### src/rtl/arm_pkg.sv
// Shared constants for the ARM pipeline front end.
//   ARM_NOP    : canonical no-op (MOV r0, r0) used for bubbles and unmapped fetches.
//   PC_INCR    : byte increment between sequential instructions.
//   WORD_SHIFT : byte-to-word address shift (instructions are 4-byte aligned).
package arm_pkg;

    localparam logic [31:0] ARM_NOP    = 32'hE1A0_0000;
    localparam int unsigned PC_INCR    = 4;
    localparam int unsigned WORD_SHIFT = 2;

endpackage

### src/rtl/inst_mem.sv
// Asynchronous, word-addressed instruction ROM.
// Ports:
//   word_addr (in,  N-2) : instruction word index (byte PC >> 2).
//   data      (out, N)   : instruction at word_addr, or NOP_INSTR when the index is
//                          beyond MEM_DEPTH.
module inst_mem
    import arm_pkg::*;
#(
    parameter int unsigned    N         = 32,
    parameter int unsigned    MEM_DEPTH = 64,
    parameter logic [N-1:0]   NOP_INSTR = N'(ARM_NOP)
) (
    input  logic [N-WORD_SHIFT-1:0] word_addr,
    output logic [N-1:0]            data
);

    // Program image. The first words form a short straight-line sequence; the remainder
    // is filled with "ADD r1, r1, #idx" so every location holds a distinct word.
    function automatic logic [31:0] program_word(input logic [63:0] idx);
        case (idx)
            64'd0:   program_word = 32'hE3A0_0001;  // mov r0, #1
            64'd1:   program_word = 32'hE3A0_1002;  // mov r1, #2
            64'd2:   program_word = 32'hE080_2001;  // add r2, r0, r1
            64'd3:   program_word = 32'hE042_3000;  // sub r3, r2, r0
            64'd4:   program_word = 32'hE580_3000;  // str r3, [r0]
            default: program_word = 32'hE281_1000 | {24'd0, idx[7:0]};
        endcase
    endfunction

    logic [63:0] idx_ext;

    always_comb begin
        // Widen before comparing so MEM_DEPTH never truncates against the index width.
        idx_ext = 64'(word_addr);
        if (idx_ext >= 64'(MEM_DEPTH)) begin
            data = NOP_INSTR;
        end else begin
            data = N'(program_word(idx_ext));
        end
    end

endmodule

### src/rtl/if_stage_param.sv
// Instruction-fetch stage: PC register, next-PC select, instruction ROM and IF/ID register.
// Ports:
//   clk           (in)     : rising-edge clock.
//   rst           (in)     : synchronous active-high reset, overrides all other inputs.
//   freeze        (in)     : hazard stall; PC and IF/ID hold.
//   branch_taken  (in)     : redirect fetch to branch_addr and flush IF/ID.
//   branch_addr   (in,  N) : branch target byte address (low two bits ignored).
//   pc_f          (out, N) : PC+4 of the instruction being fetched (combinational).
//   instruction_f (out, N) : ROM word at the current PC (combinational).
//   pc_d          (out, N) : registered PC+4 presented to ID.
//   instruction_d (out, N) : registered instruction presented to ID.
//   valid_d       (out)    : IF/ID holds a real fetched instruction.
module if_stage_param
    import arm_pkg::*;
#(
    parameter int unsigned  N         = 32,
    parameter int unsigned  MEM_DEPTH = 64,
    parameter logic [N-1:0] NOP_INSTR = N'(ARM_NOP),
    parameter logic [N-1:0] RESET_PC  = '0
) (
    input  logic         clk,
    input  logic         rst,
    input  logic         freeze,
    input  logic         branch_taken,
    input  logic [N-1:0] branch_addr,
    output logic [N-1:0] pc_f,
    output logic [N-1:0] instruction_f,
    output logic [N-1:0] pc_d,
    output logic [N-1:0] instruction_d,
    output logic         valid_d
);

    logic [N-1:0] pc_q;
    logic [N-1:0] pc_next;
    logic [N-1:0] branch_target;

    // Target is forced word aligned; its low bits are deliberately dropped.
    assign branch_target = {branch_addr[N-1:WORD_SHIFT], {WORD_SHIFT{1'b0}}};

    logic unused_branch_lsbs;
    assign unused_branch_lsbs = ^branch_addr[WORD_SHIFT-1:0];

    // Wraps modulo 2^N, so the last word of the address space is followed by address 0.
    assign pc_f = pc_q + N'(PC_INCR);

    always_comb begin
        pc_next = pc_f;
        if (branch_taken) begin
            pc_next = branch_target;
        end else if (freeze) begin
            pc_next = pc_q;
        end
    end

    always_ff @(posedge clk) begin
        if (rst) begin
            pc_q <= RESET_PC;
        end else begin
            pc_q <= pc_next;
        end
    end

    inst_mem #(
        .N         (N),
        .MEM_DEPTH (MEM_DEPTH),
        .NOP_INSTR (NOP_INSTR)
    ) u_inst_mem (
        .word_addr (pc_q[N-1:WORD_SHIFT]),
        .data      (instruction_f)
    );

    // IF/ID register: a taken branch squashes the wrong-path fetch even when stalled.
    always_ff @(posedge clk) begin
        if (rst || branch_taken) begin
            pc_d          <= '0;
            instruction_d <= NOP_INSTR;
            valid_d       <= 1'b0;
        end else if (!freeze) begin
            pc_d          <= pc_f;
            instruction_d <= instruction_f;
            valid_d       <= 1'b1;
        end
    end

endmodule

### config.mk
export PLATFORM = sky130hd
export DESIGN_NAME = if_stage_param
export DESIGN_NICKNAME = d
export VERILOG_FILES = /design/src/rtl/arm_pkg.sv /design/src/rtl/inst_mem.sv /design/src/rtl/if_stage_param.sv
export SDC_FILE = /design/constraint.sdc
export NUM_CORES = 1
export LEC_CHECK = 0
export ABC_CLOCK_PERIOD_IN_PS = 5200
export CELL_PAD_IN_SITES_DETAIL_PLACEMENT = 1
export CELL_PAD_IN_SITES_GLOBAL_PLACEMENT = 1
export CORE_MARGIN = 4
export CORE_UTILIZATION = 34
export CTS_CLUSTER_SIZE = 40
export DETAILED_ROUTE_END_ITERATION = 10
export PLACE_DENSITY = 0.93
export RECOVER_POWER = 50
export SLEW_MARGIN = 20
export SYNTH_ARGS = -nofsm -noshare
export SYNTH_HDL_FRONTEND = slang
export SYNTH_SLANG_ARGS = --single-unit
### constraint.sdc
create_clock -name clk -period 5.2 [get_ports clk]
set_input_delay 1.04 -clock clk [delete_from_list [all_inputs] [get_ports clk]]
set_output_delay 1.04 -clock clk [all_outputs]
set_load 0.01 [all_outputs]
==> key figures <==
Status
  • Run status: finished, violations left
  • Failing checks: max-capacitance violations, max-slew violations

Pwr
  • Pleak: around 2.2 nW
  • PD cells: between 200 and 300 nW/um^2
  • VDD IR max: about 0.14 mV

Clocking
  • Htree depth: 3
  • CTS max path bufs: 2
  • Clk_lat worst skew: 0.33 ns
  • Hold buffers post-CTS: 0
  • # clock sinks: 78
  • CTS resizes: 0
  • CTS tree: done
  • Reg clk slew, reported paths: approximately 0.06 ns
  • Root buffer cell: clkbuf_16
  • Setup Fix Bufs, Post-CTS: 0
  • CTS Buf Count: 9

Timing
  • TNS Setup: 0 ns
  • Hold Fails Final Rpt: 0
  • Endpoints failing setup: 0
  • Fin crit period: ~4.7 ns
  • RSZ-0062 raised after global routing: no
  • Fin crit share: roughly 90%
  • Relative slew slack: -21.9%
  • Setup Skew: between 0.006 and 0.007 ns
  • Worst slew pin tran: 1.83 ns
  • Slew Viols, Final: 80
  • F_max: 213 MHz

Setup path
  • Worst Path Required: around 4.2 ns
  • Crit Path Category: flop to output pin
  • Worst Setup Start Kind: flop
  • Crit path max fanout: 14
  • Critical path endpoint category: output pin
  • Worst reg2reg path depth: 6
  • Worst reg2reg startpoint: pc_q[2]$_SDFFE_PP0P_
  • CP arrival: between 3 and 4 ns
  • Setup crit start: pc_q[2]$_SDFFE_PP0P_

Synthesis
  • Synthesized area per cell: around 8 sq um
  • Post-synthesis cell type with the largest combined area: dfxtp_1
  • Post-synth cell types: just under 50
  • Yosys warns: 0
  • Count leader, synth: dfxtp_1
  • Most area-consuming cells after synthesis: dfxtp_1 (35%), buf_4 (6.1%), xnor2_1 (5.8%)
  • Top cell type's share of synthesized area: 35.4%
  • Synth cell count leaders: dfxtp_1 (78), nor2_1 (56), nand2_1 (47)
  • Most used DFF post-synth: dfxtp_1
  • Area of the mapped netlist: roughly 4400 sq um
  • Post-synthesis sequential area ratio: 35.4%
  • Number of synthesized flops with an enable pin: 0
  • Post-synth ARST share: 0%
  • Seq cells post-synth: 78
  • Gate Count Post-Synth: approximately 550

Place
  • Port buffer count: 128
  • RD Place Congestion: around 0.86
  • Final HPWL DP: 11200 um

Global routing
  • Antenna violations before repair: 0
  • Largest net degree at the start of global routing: 41
  • Total track usage: ~21%
  • Vias in the first global route: 4378
  • Global-route wire length before repair: 24100 um
  • Gr ovfl total: 0

Detailed routing
  • WL/cell: roughly 19 um
  • Vias per cell: 5.12
  • Total iterations of the first detailed-routing run: 4
  • ANT nets after route: 0
  • DRC violations left: 0
  • Total Routed Length: 15300 um
  • Vias post-DR: 4201
  • Iter 0 DRT Violations: roughly 170

Floorplan
  • Die height: between 100 and 150 um
  • I/O pin count: 165
  • Die W: about 120 um
  • Initial core utilization: between 30% and 40%
  • Row Count: 41
  • Die area: ~15000 sq um
  • Core Region: about 13000 sq um

Finish
  • Area Growth Syn to Fin: 33.4%
  • Final Util: between 40 and 50%
  • Fillers: around 1600
  • ANT cells: 0
  • Layout cell share with drive strength beyond 1: roughly 7.6%
  • Net count, final: a little under 700

Hold path
  • Worst hold stages: 2
  • Hold Path Origin: pc_d[5]$_SDFFE_PP0N_
  • Hold crit path type: flop to flop

Flow run
  • Max cap viols: 2
## critical path, stage by stage, from the launching register on
cell and delay [ns]:
dfxtp_1 0.50, ha_1 0.37, nand3_1 0.51, nor3_2 0.80, nand3b_1 0.19, xnor2_1 0.34, clkdlybuf4s50_1 0.60
## stage by stage
step / setup WS (ns) / cell area [sq um] / hold WS, ns / power, mW / std cells
floorplan: 2.34 / 4530 / 0.486 / 0.813 / 583
global placement: 1.06 / 5600 / 0.436 / 0.900 / 806
detailed placement: 0.980 / 5600 / 0.458 / 0.909 / 806
CTS: 0.551 / 5900 / 0.466 / 1.54 / 821
global route: 0.285 / 5880 / 0.489 / 1.59 / 821
finish: 0.511 / 5880 / 0.458 / 1.52 / 821
## state kept, by name, summed over array words and instances (netlist names)
register       flops
instruction_d     17
pc_q              30
pc_d              30
valid_d            1
## where the power goes
part / internal (mW) / switching, mW / total (mW)
sequential: 0.622 / 0.0386 / 0.660
clock: 0.373 / 0.256 / 0.630
combinational: 0.107 / 0.128 / 0.235
## cell usage in the layout (no fill, tap or decap), types with 2 or more instances in the layout
master           count
clkdlybuf4s50_1     78
dfxtp_1             78
nor2_1              56
dlygate4sd3_1       49
nand2_1             47
conb_1              34
xnor2_1             29
o21ai_0             27
nand3_1             25
xor2_1              25
a21oi_1             24
a211oi_1            18
nor4_1              17
nor3_1              15
o21ba_2             15
nand4_1             14
inv_1               11
clkbuf_16            9
o2bb2ai_1            6
o31ai_1              5
or3_1                5
and3_1               5
buf_4                5
o21a_1               4
or2_2                4
ha_1                 4
nor2b_1              3
nor3_2               3
nand3b_1             3
clkbuf_1             3
and2_1               2
a21oi_2              2
o22ai_1              2
inv_6                2
clkinvlp_4           2
## final timing paths
check,endpoint,slack [ns]
max reg2reg,pc_d[26]$_SDFFE_PP0N_,2.26
max,pc_f[26],0.51
min reg2reg,pc_d[5]$_SDFFE_PP0N_,0.46
min,pc_d[5]$_SDFFE_PP0N_,0.46
## metal layers
layer  vias up  share of wire (%)  GRT usage, %
li1       2006                  -             -
met1      2036                 45          27.7
met2       138                 47          33.1
met3        21                5.8          4.46
met4         0                2.0          6.23
met5         -                  0             0
## kinds of logic after synthesis
group	after synthesis	share of synthesized area, %
mux	1	0.227
xor+xnor	54	10.7
flops	78	35.4
buf+inv	95	11.6
compound gates	109	16.8
fa+ha+maj	4	1.14
other cells	2	0.170
simple gates	208	24.0
## final cells by class
class,instances,area [sq um],area share [%]
Clock inverter,6,71.3,1.21
Multi-Input combinational cell,410,2440,41.6
Inverter,11,41.3,0.702
Timing Repair Buffer,135,1320,22.5
Clock buffer,9,225,3.83
Sequential cell,78,1560,26.6
Tap cell,172,215,3.66
Note: power is estimated with default switching activity, not from simulation.
